## src/rtl/sel_decoder_timed.sv

```systemverilog
// Registered one-hot select decoder with load strobe, hold/timed-pulse modes,
// out-of-range code detection and busy/done status. All outputs come from flops.
module sel_decoder_timed #(
    parameter int W         = 3,
    parameter int NOUT      = 8,
    parameter int PULSE_LEN = 4
) (
    input  logic            clock_i,
    input  logic            reset_i,
    input  logic            en_i,
    input  logic            stb_i,
    input  logic [W-1:0]    code_i,
    input  logic            mode_i,
    output logic [NOUT-1:0] y_o,
    output logic            busy_o,
    output logic            err_o,
    output logic            done_o
);

    localparam int CNTW = $clog2(PULSE_LEN + 1);

    typedef enum logic [1:0] {
        IDLE  = 2'd0,
        PULSE = 2'd1,
        HOLD  = 2'd2
    } state_t;

    state_t            state_q, state_d;
    logic [CNTW-1:0]   cnt_q, cnt_d;
    logic [NOUT-1:0]   y_q, y_d;
    logic              busy_q, busy_d;
    logic              err_q, err_d;
    logic              done_q, done_d;

    logic              codeValid;
    logic [NOUT-1:0]   codeOneHot;

    // Compare at W+1 bits so that NOUT == 2^W never flags an error.
    always_comb begin
        codeValid  = ({1'b0, code_i} < (W+1)'(NOUT));
        codeOneHot = '0;
        for (int i = 0; i < NOUT; i++) begin
            codeOneHot[i] = ({1'b0, code_i} == (W+1)'(i));
        end
    end

    always_comb begin
        state_d = state_q;
        cnt_d   = cnt_q;
        y_d     = y_q;
        busy_d  = busy_q;
        err_d   = 1'b0;
        done_d  = 1'b0;

        if (!en_i) begin
            state_d = IDLE;
            cnt_d   = '0;
            y_d     = '0;
            busy_d  = 1'b0;
        end else begin
            unique case (state_q)
                IDLE, HOLD: begin
                    if (stb_i) begin
                        if (codeValid) begin
                            y_d = codeOneHot;
                            if (mode_i) begin
                                state_d = PULSE;
                                cnt_d   = CNTW'(PULSE_LEN - 1);
                                busy_d  = 1'b1;
                            end else begin
                                state_d = HOLD;
                                busy_d  = 1'b0;
                            end
                        end else begin
                            err_d = 1'b1;
                        end
                    end
                end
                // Strobes are deliberately ignored for the whole pulse.
                PULSE: begin
                    if (cnt_q == '0) begin
                        state_d = IDLE;
                        y_d     = '0;
                        busy_d  = 1'b0;
                        done_d  = 1'b1;
                    end else begin
                        cnt_d = cnt_q - CNTW'(1);
                    end
                end
                default: begin
                    state_d = IDLE;
                    cnt_d   = '0;
                    y_d     = '0;
                    busy_d  = 1'b0;
                end
            endcase
        end
    end

    always_ff @(posedge clock_i) begin
        if (reset_i) begin
            state_q <= IDLE;
            cnt_q   <= '0;
            y_q     <= '0;
            busy_q  <= 1'b0;
            err_q   <= 1'b0;
            done_q  <= 1'b0;
        end else begin
            state_q <= state_d;
            cnt_q   <= cnt_d;
            y_q     <= y_d;
            busy_q  <= busy_d;
            err_q   <= err_d;
            done_q  <= done_d;
        end
    end

    assign y_o    = y_q;
    assign busy_o = busy_q;
    assign err_o  = err_q;
    assign done_o = done_q;

endmodule

```

## config.mk

```make
export PLATFORM = sky130hd
export DESIGN_NAME = sel_decoder_timed
export DESIGN_NICKNAME = d
export VERILOG_FILES = /design/src/rtl/sel_decoder_timed.sv
export SDC_FILE = /design/constraint.sdc
export NUM_CORES = 1
export LEC_CHECK = 0
export CORE_UTILIZATION = 30
export DETAILED_ROUTE_END_ITERATION = 12
export HOLD_SLACK_MARGIN = 0.05
export SYNTH_ARGS = -nofsm -noshare
export SYNTH_HDL_FRONTEND = slang
export SYNTH_SLANG_ARGS = --single-unit
```

## constraint.sdc

```tcl
create_clock -name clock_i -period 3.2 [get_ports clock_i]
set_input_delay 0.64 -clock clock_i [delete_from_list [all_inputs] [get_ports clock_i]]
set_output_delay 0.64 -clock clock_i [all_outputs]
set_load 0.05 [all_outputs]
```

==> out/metrics.yaml <==
finish:
  fillerInstances: 208
  insertedDiodeCount: 0
  drive_above_1_share_pct: 21.8
  final_nets: 89
  fin_cells: 105
  area.growth.synth_to_final_pct: 37.9
timing:
  worst_pin_slew_ns: 0.508
  finalCritPeriodShare_pct: 70.9
  hold_ws_ns: 0.487
  fin_crit_ns: 2.27
  fmax_mhz: 441
  drv_slew: 0
  clock_skew_ns: 0.00210
  fin_tns_setup_ns: 0
  rsz0062_at_grt: "no"
  finalHoldViolations: 0
  relSlewSlack_pct: 66.0
  setup_viol: 0
critical_path:
  regToRegSetupSlack_ns: 1.46
  cpPeakStageDelay_ns: 0.86
  cp_max_fo: 11
  crit_family: "buffers and inverters"
  worstSetupEndpointType: "output pin"
  setup.worst_path.class: "flop to output pin"
  worstSetupStartpointType: "flop"
  worstPathArrival_ns: 1.63
  path_cells: "clkdlybuf4s50_1"
  cp.required_ns: 2.56
  ff2ff_path_depth: 6
  reg2reg_from: "cnt_q[0]"
  crit_path_top_delay_cell: "clkdlybuf4s50_1"
  crit_buf_inv: 1
  worstReg2RegEnd: "y_o[6]"
clocking:
  ctsHoldBuffers: 0
  cts_tree: "yes"
  postCtsSetupBuffers: 0
  clkLatencyLatePin_ns: 0.27
  clockRootBuffer: "clkbuf_4"
  cts_buffer_depth: 2
  cts_resized: 0
  htreeDepth: 1
  cts_sinks: 14
  cts.clk_slew.worst_paths_ns: 0.08
  cts-buffers-inserted: 3
drt:
  route.detailed.drc: 0
  wl_per_cell_um: 11.1
  met1Wirelength_um: 581
  wl_met2_um: 536
  postRouteAntennaNets: 0
  drt_iter0_markers: 2
  topRoutingLayerUsed: "met4"
  met3_length_um: 33
  vias: 482
  drt-vias-per-instance: 4.59
  first_pass_iters: 4
  totalWireLength_mm: 1.17
global_routing:
  grt_pass1_vias: 421
  grt_usage_pct: 12.4
  grt_pass1_wl_mm: 1.83
  grt_max_degree: 12
  grt_overflow_total: 0
  antenna_found_initial: 0
yosys:
  synthFlopType: "dfxtp_1"
  synth.distinct_cells: 24
  syn-mean-instance-area_um2: 10.6
  yosysTopAreaCellShare_pct: 45.6
  yosys.area.top_type: "dfxtp_1"
  yosysWarnings: 0
  ys_top_cells_by_count: "dfxtp_1 (14), a22o_2 (8), a21oi_1 (4)"
  synth_edf_count: 0
  synth_seq_area_share_pct: 45.6
  syn_nets: 68
  synth-seq-cells: 14
  syn_inst: 58
  synth_area_leaders: "dfxtp_1 (46%), a22o_2 (13%), ha_1 (4.1%)"
  netlist_area_um2: 614
  synth_most_common_cell: "dfxtp_1"
  synthArstFlopShare_pct: 0
placement:
  dp_cells: 101
  dp_hpwl_um: 857
  gp_congestion: 0.709
  io_buffers: 17
floorplanning:
  initial_core_util_pct: 31.6
  die_height_um: 47.3
  rows: 16
  dieArea_um2: 2230
  coreArea_um2: 1940
  io_pins: 19
  fp.dieW_um: 47.3
min_path:
  hp-class: "flop to flop"
  hp-start: "y_o[6]"
  hold_end: "y_o[6]"
  min_path_cells: 1
run_status:
  outcome: "finished clean"
pwr:
  peakVddDrop_mv: 0.192
  p_per_area_nw_per_um2: 414
  power_leakage_nw: 0.317
run:
  drv_cap: 0
where the power goes:
group          switching, mW  total (mW)  leakage [nW]  internal, mW
combinational         0.0244      0.0450         0.183        0.0206
sequential           0.00282       0.180         0.113         0.178
clock                 0.0561       0.125        0.0210        0.0691
state kept, by name (all words and copies together), names as in the netlist:
| signal | count |
|---|---|
| cnt_q | 3 |
| done_o | 1 |
| state_q | 2 |
| y_o | 8 |
stage by stage:
| step | util (%) | worst slack (ns) | area [µm²] | power [mW] |
|---|---|---|---|---|
| after floorplan | - | 1.60 | 614 | 0.212 |
| after CTS | 43.6 | 0.908 | 847 | 0.357 |
| after detailed placement | 41.8 | 1.21 | 811 | 0.230 |
| after global placement | 41.8 | 1.23 | 811 | 0.230 |
| final | 43.6 | 0.932 | 847 | 0.351 |
| after global routing | 43.6 | 0.849 | 847 | 0.368 |
metal layers:
metal	global-route usage, %	vias to the layer above
li1	-	253
met1	16.7	218
met2	16.7	9
met3	3.85	2
met4	8.57	0
met5	0	-
kinds of logic (layout without fill, tap and decap cells):
kind of cell / count (synthesis) / after routing / share of synthesized area, %
AOI/OAI and AO/OA: 18 / 18 / 24.4
adders and majority gates: 2 / 2 / 4.07
other: 1 / 1 / 0.610
buffers and inverters: 4 / 24 / 3.06
DFF: 14 / 14 / 45.6
and+or+nand+nor: 19 / 19 / 22.2
cell type report:
class                           count  area, µm²  share of cell area (%)
Timing Repair Buffer               17        170                    20.1
Inverter                            3       11.3                    1.33
Sequential cell                    14        280                    33.1
Tap cell                           27       33.8                    3.99
Multi-Input combinational cell     40        315                    37.2
Clock buffer                        4       36.3                    4.28
layout by cell type (no fill, tap or decap):
| cell | n |
|---|---|
| clkdlybuf4s50_1 | 17 |
| dfxtp_1 | 14 |
| a22o_2 | 8 |
| a21oi_1 | 4 |
| inv_1 | 3 |
| nor3b_1 | 3 |
| o21ai_0 | 3 |
| clkbuf_4 | 3 |
| nor2b_1 | 2 |
| and3b_2 | 2 |
| and3_1 | 2 |
| and2_1 | 2 |
| ha_1 | 2 |
| or3b_4 | 1 |
| or2_2 | 1 |
| nand2b_1 | 1 |
| a21oi_4 | 1 |
| nor3_1 | 1 |
| nand2_1 | 1 |
| or4b_1 | 1 |
| o221ai_1 | 1 |
| nand3b_1 | 1 |
| or2_0 | 1 |
| o211a_1 | 1 |
| conb_1 | 1 |
| clkbuf_8 | 1 |
how the worst max path moves through the flow:
stage | slack, ns | cells past startpoint | end | startpoint
floorplan | 1.60 | 3 | y_o[0] | state_q[0]
global placement | 1.23 | 4 | y_o[6] | stb_i
detailed placement | 1.21 | 4 | y_o[2] | stb_i
CTS | 0.91 | 1 | busy_o | state_q[0]
global route | 0.85 | 1 | busy_o | state_q[0]
finish | 0.93 | 1 | busy_o | state_q[0]
Note: power is estimated with default switching activity, not from simulation.
